`config.mk`:
```
export PLATFORM = sky130hd
export DESIGN_NAME = fix_msg_frame_ctrl_flat
export DESIGN_NICKNAME = d
export VERILOG_FILES = /design/src/rtl/fix_parser_pkg.sv /design/src/rtl/fix_msg_frame_ctrl_if.sv /design/src/rtl/fix_desc_fifo.sv /design/src/rtl/fix_msg_frame_ctrl.sv /design/src/flat_wrapper.sv
export SDC_FILE = /design/constraint.sdc
export NUM_CORES = 1
export LEC_CHECK = 0
export BUFFER_PORTS_ARGS = -buffer_cell sky130_fd_sc_hd__buf_4
export CAP_MARGIN = 20
export CORE_ASPECT_RATIO = 1.4
export CORE_MARGIN = 8
export CORE_UTILIZATION = 50
export DETAILED_ROUTE_END_ITERATION = 8
export PLACE_DENSITY = 0.69
export REMOVE_ABC_BUFFERS = 1
export SETUP_SLACK_MARGIN = 0.2
export SYNTH_ARGS = -nofsm -noshare
export SYNTH_HDL_FRONTEND = slang
export SYNTH_HIERARCHICAL = 1
export SYNTH_SLANG_ARGS = --single-unit
```
`constraint.sdc`:
```
create_clock -name clk -period 7.55 [get_ports clk]
set_input_delay 1.51 -clock clk [delete_from_list [all_inputs] [get_ports clk]]
set_output_delay 1.51 -clock clk [all_outputs]
set_load 0.02 [all_outputs]
```
`src/rtl/fix_parser_pkg.sv`:
```
// Shared types for the FIX message framer: framer states and the
// per-message descriptor {start, end_addr, len} handed to the parser.
package fix_parser_pkg;

  localparam int CAM_AW = 5;

  typedef enum logic [1:0] {
    IDLE,
    IN_MSG,
    DROP
  } frame_state_e;

  typedef struct packed {
    logic [CAM_AW-1:0] start;
    logic [CAM_AW-1:0] end_addr;
    logic [CAM_AW:0]   len;
  } msg_desc_t;

  // Circular length; a zero difference means the whole CAM.
  function automatic logic [CAM_AW:0] msg_len(
    input logic [CAM_AW-1:0] s,
    input logic [CAM_AW-1:0] e
  );
    logic [CAM_AW-1:0] d;
    d = e - s + CAM_AW'(1);
    return (d == '0) ? {1'b1, {CAM_AW{1'b0}}} : {1'b0, d};
  endfunction

endpackage

```
`src/rtl/fix_msg_frame_ctrl_if.sv`:
```
// Beat-in / CAM-write-out bus of the FIX framer.
// slave: framer side; master: aligner/CAM side.
interface fix_msg_frame_ctrl_if #(
  parameter int DATA_WIDTH = 32,
  parameter int ADDR_WIDTH = 5
);
  logic                  wr_cs_i;
  logic                  wr_en_i;
  logic [DATA_WIDTH-1:0] data_i;
  logic                  start_message_i;
  logic                  end_message_i;
  logic                  cam_write_o;
  logic [ADDR_WIDTH-1:0] cam_write_index_o;
  logic [DATA_WIDTH-1:0] cam_write_data_o;

  modport slave (
    input  wr_cs_i, wr_en_i, data_i,
    input  start_message_i, end_message_i,
    output cam_write_o, cam_write_index_o,
    output cam_write_data_o
  );

  modport master (
    output wr_cs_i, wr_en_i, data_i,
    output start_message_i, end_message_i,
    input  cam_write_o, cam_write_index_o,
    input  cam_write_data_o
  );
endinterface

```
`src/rtl/fix_desc_fifo.sv`:
```
// Sync FWFT FIFO of message descriptors.
// Ports: clk, rst, push_i/din_i, pop_i, head_o, full_o, empty_o.
module fix_desc_fifo
  import fix_parser_pkg::*;
#(
  parameter int DEPTH = 4
) (
  input  logic      clk,
  input  logic      rst,
  input  logic      push_i,
  input  msg_desc_t din_i,
  input  logic      pop_i,
  output msg_desc_t head_o,
  output logic      full_o,
  output logic      empty_o
);
  localparam int PW = $clog2(DEPTH);

  msg_desc_t   mem_q [DEPTH];
  logic [PW:0] wp_q;
  logic [PW:0] rp_q;
  logic        do_push;
  logic        do_pop;

  assign do_push = push_i & ~full_o;
  assign do_pop  = pop_i & ~empty_o;
  assign empty_o = (wp_q == rp_q);
  assign full_o  = (wp_q[PW] != rp_q[PW]) &&
                   (wp_q[PW-1:0] == rp_q[PW-1:0]);
  assign head_o  = mem_q[rp_q[PW-1:0]];

  always_ff @(posedge clk) begin
    if (rst) begin
      wp_q <= '0;
      rp_q <= '0;
    end else begin
      if (do_push) wp_q <= wp_q + (PW+1)'(1);
      if (do_pop)  rp_q <= rp_q + (PW+1)'(1);
    end
  end

  always_ff @(posedge clk) begin
    if (do_push) mem_q[wp_q[PW-1:0]] <= din_i;
  end
endmodule

```
`src/rtl/fix_msg_frame_ctrl.sv`:
```
// Frames FIX beats into messages in a circular CAM, queues descriptors.
// Ports: clk, rst, bus (beats in / CAM write out), desc_*, flags.
module fix_msg_frame_ctrl
  import fix_parser_pkg::*;
#(
  parameter int DATA_WIDTH = 32,
  parameter int ADDR_WIDTH = CAM_AW,
  parameter int DESC_DEPTH = 4
) (
  input  logic                  clk,
  input  logic                  rst,
  fix_msg_frame_ctrl_if.slave   bus,
  output logic                  desc_valid_o,
  output logic [ADDR_WIDTH-1:0] desc_start_addr_o,
  output logic [ADDR_WIDTH-1:0] desc_end_addr_o,
  output logic [ADDR_WIDTH:0]   desc_len_o,
  input  logic                  desc_pop_i,
  output logic                  cam_full_o,
  output logic                  msg_drop_o,
  output logic                  stray_beat_o
);
  localparam logic [ADDR_WIDTH:0] OCC_FULL =
    (ADDR_WIDTH+1)'(1 << ADDR_WIDTH);
  localparam logic [ADDR_WIDTH-1:0] ONE = ADDR_WIDTH'(1);

  frame_state_e state_q, state_d;
  logic [ADDR_WIDTH-1:0] wr_ptr_q, wr_ptr_d;
  logic [ADDR_WIDTH-1:0] rd_ptr_q, rd_ptr_d;
  logic [ADDR_WIDTH-1:0] mstart_q, mstart_d;
  logic [ADDR_WIDTH:0]   plen_q, plen_d;
  logic [ADDR_WIDTH:0]   occ_q, occ_d;
  logic                  we_q, we_d;
  logic [ADDR_WIDTH-1:0] idx_q, idx_d;
  logic [DATA_WIDTH-1:0] dat_q, dat_d;
  logic                  drop_q, drop_d;
  logic                  stray_q, stray_d;

  logic                  beat, sm, em;
  logic                  begin_msg;
  logic [ADDR_WIDTH-1:0] base_ptr;
  logic [ADDR_WIDTH:0]   base_occ;
  logic [ADDR_WIDTH:0]   rel_len;
  logic [ADDR_WIDTH:0]   pop_len;
  logic                  push, pop;
  msg_desc_t             push_desc, head;
  logic                  q_full, q_empty;

  assign beat = bus.wr_cs_i & bus.wr_en_i;
  assign sm   = bus.start_message_i;
  assign em   = bus.end_message_i;
  assign pop  = ~q_empty & desc_pop_i;

  always_comb begin
    state_d   = state_q;
    wr_ptr_d  = wr_ptr_q;
    rd_ptr_d  = rd_ptr_q;
    mstart_d  = mstart_q;
    plen_d    = plen_q;
    we_d      = 1'b0;
    idx_d     = idx_q;
    dat_d     = dat_q;
    drop_d    = 1'b0;
    stray_d   = 1'b0;
    begin_msg = 1'b0;
    base_ptr  = wr_ptr_q;
    base_occ  = occ_q;
    rel_len   = '0;
    push      = 1'b0;
    push_desc = '0;
    if (beat) begin
      unique case (state_q)
        IDLE: begin
          if (sm) begin_msg = 1'b1;
          else    stray_d   = 1'b1;
        end
        IN_MSG: begin
          if (sm) begin
            // Abort open message, restart from its slot.
            drop_d    = 1'b1;
            rel_len   = plen_q;
            base_ptr  = mstart_q;
            base_occ  = occ_q - plen_q;
            begin_msg = 1'b1;
          end else if (occ_q == OCC_FULL || (em && q_full)) begin
            drop_d   = 1'b1;
            rel_len  = plen_q;
            wr_ptr_d = mstart_q;
            plen_d   = '0;
            state_d  = em ? IDLE : DROP;
          end else begin
            we_d     = 1'b1;
            idx_d    = wr_ptr_q;
            dat_d    = bus.data_i;
            wr_ptr_d = wr_ptr_q + ONE;
            plen_d   = plen_q + (ADDR_WIDTH+1)'(1);
            if (em) begin
              push      = 1'b1;
              push_desc = '{mstart_q, wr_ptr_q,
                            msg_len(mstart_q, wr_ptr_q)};
              plen_d    = '0;
              state_d   = IDLE;
            end
          end
        end
        DROP: begin
          if (sm)      begin_msg = 1'b1;
          else if (em) state_d   = IDLE;
        end
        default: state_d = IDLE;
      endcase
      if (begin_msg) begin
        if (base_occ == OCC_FULL || (em && q_full)) begin
          drop_d   = 1'b1;
          wr_ptr_d = base_ptr;
          plen_d   = '0;
          state_d  = em ? IDLE : DROP;
        end else begin
          mstart_d = base_ptr;
          we_d     = 1'b1;
          idx_d    = base_ptr;
          dat_d    = bus.data_i;
          wr_ptr_d = base_ptr + ONE;
          if (em) begin
            push      = 1'b1;
            push_desc = '{base_ptr, base_ptr,
                          (ADDR_WIDTH+1)'(1)};
            plen_d    = '0;
            state_d   = IDLE;
          end else begin
            plen_d  = (ADDR_WIDTH+1)'(1);
            state_d = IN_MSG;
          end
        end
      end
    end
    pop_len = pop ? head.len : '0;
    if (pop) rd_ptr_d = head.end_addr + ONE;
    occ_d = occ_q - rel_len - pop_len
          + (ADDR_WIDTH+1)'(we_d);
  end

  always_ff @(posedge clk) begin
    if (rst) begin
      state_q  <= IDLE;
      wr_ptr_q <= '0;
      rd_ptr_q <= '0;
      mstart_q <= '0;
      plen_q   <= '0;
      occ_q    <= '0;
      we_q     <= 1'b0;
      idx_q    <= '0;
      dat_q    <= '0;
      drop_q   <= 1'b0;
      stray_q  <= 1'b0;
    end else begin
      state_q  <= state_d;
      wr_ptr_q <= wr_ptr_d;
      rd_ptr_q <= rd_ptr_d;
      mstart_q <= mstart_d;
      plen_q   <= plen_d;
      occ_q    <= occ_d;
      we_q     <= we_d;
      idx_q    <= idx_d;
      dat_q    <= dat_d;
      drop_q   <= drop_d;
      stray_q  <= stray_d;
    end
  end

  fix_desc_fifo #(
    .DEPTH (DESC_DEPTH)
  ) u_desc_fifo (
    .clk     (clk),
    .rst     (rst),
    .push_i  (push),
    .din_i   (push_desc),
    .pop_i   (pop),
    .head_o  (head),
    .full_o  (q_full),
    .empty_o (q_empty)
  );

  assign bus.cam_write_o       = we_q;
  assign bus.cam_write_index_o = idx_q;
  assign bus.cam_write_data_o  = dat_q;
  assign desc_valid_o      = ~q_empty;
  assign desc_start_addr_o = q_empty ? '0 : head.start;
  assign desc_end_addr_o   = q_empty ? '0 : head.end_addr;
  assign desc_len_o        = q_empty ? '0 : head.len;
  assign cam_full_o        = (occ_q == OCC_FULL);
  assign msg_drop_o        = drop_q;
  assign stray_beat_o      = stray_q;

  // Oldest live message always begins at the release pointer.
  a_head_at_rd: assert property (@(posedge clk) disable iff (rst)
    desc_valid_o |-> (head.start == rd_ptr_q));
endmodule
```
`src/flat_wrapper.sv`:
```
// flat-port wrapper written by rule: the top's interface ports become plain ports
module fix_msg_frame_ctrl_flat import fix_parser_pkg::*;
#(
  parameter int DATA_WIDTH = 32,
  parameter int ADDR_WIDTH = CAM_AW,
  parameter int DESC_DEPTH = 4
)
  (clk, rst, desc_valid_o, desc_start_addr_o, desc_end_addr_o, desc_len_o, desc_pop_i, cam_full_o, msg_drop_o, stray_beat_o, bus_wr_cs_i, bus_wr_en_i, bus_data_i, bus_start_message_i, bus_end_message_i, bus_cam_write_o, bus_cam_write_index_o, bus_cam_write_data_o);
  fix_msg_frame_ctrl_if #(.DATA_WIDTH(DATA_WIDTH), .ADDR_WIDTH(ADDR_WIDTH)) bus_i ();
  input  logic clk;
  input  logic rst;
  output logic desc_valid_o;
  output logic [ADDR_WIDTH-1:0] desc_start_addr_o;
  output logic [ADDR_WIDTH-1:0] desc_end_addr_o;
  output logic [ADDR_WIDTH:0] desc_len_o;
  input  logic desc_pop_i;
  output logic cam_full_o;
  output logic msg_drop_o;
  output logic stray_beat_o;
  input wire logic [$bits(bus_i.wr_cs_i)-1:0] bus_wr_cs_i;
  input wire logic [$bits(bus_i.wr_en_i)-1:0] bus_wr_en_i;
  input wire logic [$bits(bus_i.data_i)-1:0] bus_data_i;
  input wire logic [$bits(bus_i.start_message_i)-1:0] bus_start_message_i;
  input wire logic [$bits(bus_i.end_message_i)-1:0] bus_end_message_i;
  output wire logic [$bits(bus_i.cam_write_o)-1:0] bus_cam_write_o;
  output wire logic [$bits(bus_i.cam_write_index_o)-1:0] bus_cam_write_index_o;
  output wire logic [$bits(bus_i.cam_write_data_o)-1:0] bus_cam_write_data_o;
  assign bus_i.wr_cs_i = bus_wr_cs_i;
  assign bus_i.wr_en_i = bus_wr_en_i;
  assign bus_i.data_i = bus_data_i;
  assign bus_i.start_message_i = bus_start_message_i;
  assign bus_i.end_message_i = bus_end_message_i;
  assign bus_cam_write_o = bus_i.cam_write_o;
  assign bus_cam_write_index_o = bus_i.cam_write_index_o;
  assign bus_cam_write_data_o = bus_i.cam_write_data_o;
  fix_msg_frame_ctrl #(.DATA_WIDTH(DATA_WIDTH), .ADDR_WIDTH(ADDR_WIDTH), .DESC_DEPTH(DESC_DEPTH)) u_core (.clk(clk), .rst(rst), .bus(bus_i), .desc_valid_o(desc_valid_o), .desc_start_addr_o(desc_start_addr_o), .desc_end_addr_o(desc_end_addr_o), .desc_len_o(desc_len_o), .desc_pop_i(desc_pop_i), .cam_full_o(cam_full_o), .msg_drop_o(msg_drop_o), .stray_beat_o(stray_beat_o));
endmodule
```
==> Word level (Yosys, flattened, before mapping) <==
Memory sizes are Yosys's and may differ from the RTL's. A register that Yosys moved wholly into a read port is not among the register bits.
Index checks and enable logic that the tools add are counted.
{ "totals": {"reg_bits": 70, "ramBits": 64, "in_bits": 39, "wordCells": 138, "mem_count": 1} }
{ "mem_list": {"columns": ["name", "words", "width", "read_ports", "rd_ports_with_merged_regs", "write_ports", "line_no", "rtl"], "rows": [
  ["u_core.u_desc_fifo.mem_q", 4, 16, 1, 1, 1, "fix_desc_fifo.sv:19", "msg_desc_t mem_q [DEPTH];"]
]} }
{ "op_classes": {"n_addsub": 11, "eq_ne": 11, "n_mux": 81, "bitwise": 9, "reduce_logical": 13} }
{ "ops": {"columns": ["operator", "count"], "rows": [
  ["$mux 32", 5],
  ["$mux 16", 8],
  ["$mux 6", 16],
  ["$mux 5", 15],
  ["$mux 1", 27],
  ["$mux 2", 9],
  ["$sub 6x6->6", 3],
  ["$add 5x1->5 const B", 3],
  ["$eq 6x6->1 const B", 2],
  ["$add 3x1->3 const B", 2],
  ["$add 6x1->6", 1],
  ["$add 6x1->6 const B", 1],
  ["$ne 3x2->1 const B", 2],
  ["$pmux 2 s3", 1],
  ["$reduce_and 3->1", 2],
  ["$reduce_or 3->1", 2],
  ["$logic_not 5->1", 1],
  ["$not 1->1", 5],
  ["$sub 5x5->5", 1],
  ["$and 1x1->1", 4],
  ["$ne 2x1->1 const B", 2],
  ["$reduce_and 4->1", 1],
  ["$eq 3x3->1", 1],
  ["$eq 2x1->1 const B", 1],
  ["8 further kinds", 10]
]} }

==> Depth between registers and ports, before layout <==
{ "logic_depth": {"depth_word": 14, "depth_mapped": 20, "mapped_depth_nobuf": 19} }

==> By module <==
The synthesis kept the hierarchy.
{ "by_module_without_submodules": {"columns": ["module", "n_inst", "cells_per_inst", "area_each_um2"], "rows": [
  ["fix_msg_frame_ctrl", 1, 459, 3941.3],
  ["fix_desc_fifo", 1, 152, 2885.3]
]} }

==> Worst setup path after synthesis <==
No wires, ideal clock.
{ "synth_path": {"kind": "input -> register", "startpoint": "input port bus_end_message_i", "endpoint": "register u_core.occ_q[5]", "arrival_ps": 4291, "slack_ps": 3128, "stages": 16, "cell_sequence": "a21o_2 > nor2_1 > nor2_1 > and2_1 > fa_1 > fa_1 > inv_1 > ha_1 > inv_1 > fa_1 > inv_1 > a21o_1 > a21oi_1 > xnor2_1 > and3_1 > nor3_1"} }
{ "synth_between": {"elab_chain_len": 9, "elab_cells_between_ends": 16, "cone_classes": "3 x add/sub; 10 x mux; 3 x reduce/logical"} }
{ "synth_rtl": {"columns": ["item", "line_no", "rtl"], "rows": [
  ["from (decl)", "flat_wrapper.sv:24", "input wire logic [$bits(bus_i.end_message_i)-1:0] bus_end_message_i;"],
  ["$logic_and 1x1->1 *", "fix_msg_frame_ctrl.sv:84, fix_msg_frame_ctrl.sv:112", null],
  ["$logic_or 1x1->1", "fix_msg_frame_ctrl.sv:84", "end else if (occ_q == OCC_FULL || (em && q_full)) begin"],
  ["$mux 6 / $mux 1 (equally long branches)", "fix_msg_frame_ctrl.sv:84", null],
  ["$mux 6 / $mux 1 (equally long branches)", "fix_msg_frame_ctrl.sv:77", "if (sm) begin"],
  ["$mux 6 / $mux 1 (equally long branches)", "fix_msg_frame_ctrl.sv:71", "unique case (state_q)"],
  ["$mux 6 / $mux 1 (equally long branches)", "fix_msg_frame_ctrl.sv:70, fix_msg_frame_ctrl.sv:112", null],
  ["$sub 6x6->6 / $mux 1 (equally long branches)", "fix_msg_frame_ctrl.sv:138, fix_msg_frame_ctrl.sv:111", null],
  ["$sub 6x6->6 / $mux 1 (equally long branches)", "fix_msg_frame_ctrl.sv:138, fix_msg_frame_ctrl.sv:70", null],
  ["$add 6x1->6 *", "fix_msg_frame_ctrl.sv:139", "+ (ADDR_WIDTH+1)'(we_d);"],
  ["to (signal assigned)", "fix_msg_frame_ctrl.sv:149", "occ_q <= '0;"],
  ["to (signal assigned)", "fix_msg_frame_ctrl.sv:161", "occ_q <= occ_d;"],
  ["to (decl)", "fix_msg_frame_ctrl.sv:31", "logic [ADDR_WIDTH:0] occ_q, occ_d;"]
]} }
Every way passes the cells marked *; elsewhere a longest branch is shown, timed or not.
A chain may end at the register's enable or synchronous reset.

==> Worst setup path after layout <==
{ "layout_path": {"startpoint": "input port bus_start_message_i", "endpoint": "register u_core.occ_q[5]"} }
{ "layout_between": {"elab_chain_len": 9, "elab_cells_between_ends": 19, "cone_classes": "3 x add/sub; 1 x eq/ne; 14 x mux; 1 x reduce/logical"} }
{ "layout_rtl": {"columns": ["item", "line_no", "rtl"], "rows": [
  ["from (decl)", "flat_wrapper.sv:23", "input wire logic [$bits(bus_i.start_message_i)-1:0] bus_start_message_i;"],
  ["branches (longest 8 deep; another with $sub 6x6->6)", null, null],
  ["$add 6x1->6 *", "fix_msg_frame_ctrl.sv:139", null]
]} }
Every way passes the cells marked *. The select of a mux whose other input is x is not followed.

==> metrics.txt <==
total CTS buffers 17; Clock transition at path regs approximately 60 ps; Post-synth ARST share 0%; power per cell area 289 mW/mm^2; TritonCTS clock tree done; gpl congestion between 0.8 and 0.9; crit-path cells buf_4, nor2b_1, o211ai_2, a21oi_4, ha_1, ha_1, inv_1, fa_1, inv_1, a21o_1, a21oi_1, xnor2_1, and3_1, nor3_1; Min Hold Slack 498 ps; VDD IR max 0.172 mV; number of vias per cell between 5 and 6; register area share after synthesis 49.3%; Mean Syn Cell Area approximately 11 sq um; core footprint approximately 0.013 sq mm; Worst Path Class, Setup input port to register; share of layout cells above drive strength 1 a little under a quarter; Critical-path top delay cell nor2b_1; period utilization 60.9%; Setup Skew between 8 and 9 ps; Slew @ Worst Pin approximately 1000 ps; Synth Area in Adders roughly 8.4%; worst hold path class register to register; fin cells 898; GRT Resource Usage Total a little under a fifth; most frequent cell after synthesis dfxtp_1; final hold vios 0; vias in the first global route 5,201; Bufs on Longest Clock Path 2; startpoint types input port; fin crit period 4600 ps; internal power about 1.7 mW; post-synthesis cell area between 0.006 and 0.007 sq mm; worst-skew pair later-pin latency a little over 400 ps; Worst EP required 7820 ps; DRC Markers 0; largest net degree at the start of global routing approximately 70; max-slew violations 0; Top FF cell, synth dfxtp_1; initial antenna violation count 0; DR WL/cell 17.7 microns; Crit. End Element register; post-route ant nets 0; initial core utilization about half; Area growth, synth to finish 21.4%; Synth Register Bits approximately 140; Synth top area share about 28%; Die Height around 150 microns; CTS root buf clkbuf_16; RSZ-0062 raised after global routing no; Synth cell types 57; post-layout util between 60% and 70%; Reg power frac a little over a third; Gate power share between 20% and 30%; NetSw between 700 and 800 uW; die footprint roughly 0.018 sq mm; Max-Slew Margin vs Limit between 30 and 40%; Clock power frac between 30% and 40%; XOR/XNOR Fraction of Synth Area between 3 and 4%; vias post-DR ~5,000; Final Power between 2 and 2.5 mW; GRT overflow 0; Max Clk Rate between 200 and 250 MHz; Synth Area in Simple Gates between 10% and 20%; First-pass DRT Iterations 5; PortBufs 96; Syn Inst Count 611; global-route wire length before repair between 20 and 30 mm; Post-synth EDFFs 64; TNS Setup 0 ps; H-Tree Depth 4; drt initial violations approximately 330; area leader, netlist edfxtp_1; leakage power 3.23 nW; critical-path maximum fanout 14; mux cell area share after synthesis ~11%; hold bufs inserted after CTS 0; Switching Share 30.8%; ant diodes 0; HPWL Detailed around 11 mm; Crit path largest cell delay 720 ps; FP Rows 50; data arrival time of the worst path around 5000 ps; top cells by area, synth edfxtp_1 28%, dfxtp_1 21%, ha_1 6.0%; final setup vio count 0; largest family of logic cells by synthesized area simple AND/OR/NAND/NOR gates; # clock sinks about 140; Die X ~110 microns; Post-synth top cells 72 x dfxtp_1, 64 x edfxtp_1, 59 x nor2_1, 37 x mux2i_1, 37 x nand2_1; # IOs 97; Compound-Gate Fraction of Synth Area 10.4%; Post-CTS Repair Setup Buffers 0; WL final about 16 mm; placed cells around 870; Final nets between 700 and 800; Max-Cap Viols 0; Syn. warnings 6; post_cts resized 0; status finished clean
## state kept, by name (all words and copies together), names as in the netlist, named ones only
name                          count
u_core/bus.cam_write_data_o      32
u_core/bus.cam_write_index_o      5
u_core/bus.cam_write_o            1
u_core/msg_drop_o                 1
u_core/mstart_q                   5
u_core/occ_q                      6
u_core/plen_q                     6
u_core/state_q                    2
u_core/stray_beat_o               1
u_core/u_desc_fifo/mem_q         64
u_core/u_desc_fifo/rp_q           3
u_core/u_desc_fifo/wp_q           3
u_core/wr_ptr_q                   5
## per-stage QoR
stage	area, sq um	setup slack, ps
CTS	8290	3000
floorplan	6680	1970
detailed placement	7660	2560
global route	8290	2560
global placement	7660	2680
finish	8290	2950
## final cells by class
type	instances	area [sq um]
multi-input combinational	416	3200
tap	182	228
clock buffer	17	425
sequential	136	3360
fill	1081	5100
inverter	32	120
timing repair buffer	100	751
clock inverter	15	198
## layer usage
| layer | share of wire [%] | vias to the layer above | global-route usage (%) |
|---|---|---|---|
| met1 | 41 | 2380 | 20.8 |
| met5 | 0 | - | 0 |
| met2 | 50 | 193 | 31.5 |
| li1 | - | 2391 | - |
| met4 | 3.0 | 0 | 9.30 |
| met3 | 6.5 | 38 | 5.49 |
## final timing paths
path | slack [ps] | cells past startpoint | startpoint | end
worst max-delay path | 2950 | 14 | bus_start_message_i | u_core/occ_q[5]
worst min-delay path | 500 | 2 | u_core/bus.cam_write_data_o[31] | u_core/bus.cam_write_data_o[31]
worst max register to register | 2960 | 19 | u_core/u_desc_fifo/wp_q[0] | u_core/occ_q[5]
worst min register to register | 500 | 2 | u_core/bus.cam_write_data_o[31] | u_core/bus.cam_write_data_o[31]
## worst max-delay path: cells and delay by family
family                     cells  cell delay (ps)
xor gates and xnor gates       1              200
adders and majority gates      3              870
buffers and inverters          3              250
AOI/OAI and AO/OA              4             1070
and+or+nand+nor                3              970
## power groups by stage
| stage | combinational (mW) | sequential (mW) | clock [mW] |
|---|---|---|---|
| after CTS | 0.689 | 0.842 | 0.883 |
| after detailed placement | 0.681 | 0.857 | 0 |
| after floorplan | 0.441 | 0.881 | 0 |
| after global placement | 0.662 | 0.856 | 0 |
| final | 0.682 | 0.842 | 0.868 |
| after global routing | 0.754 | 0.847 | 0.914 |
## cells by family after synthesis
group / after synthesis
xor gates and xnor gates: 26
and+or+nand+nor: 188
DFF: 136
muxes: 55
adders and majority gates: 41
buffers and inverters: 59
AOI/OAI and AO/OA: 106
## cells in the final DEF, fill, tap and decap left out, types with 16 or more instances in the layout
cell and count:
clkbuf_16 17, nor2_1 59, edfxtp_1 64, o21ai_0 18, mux2i_1 37, nand2_1 37, inv_1 31, nor2b_1 24
xnor2_1 16, dfxtp_1 72, buf_4 100, mux4_2 16, ha_1 33, a21oi_1 31
Note: power is estimated with default switching activity, not from simulation.
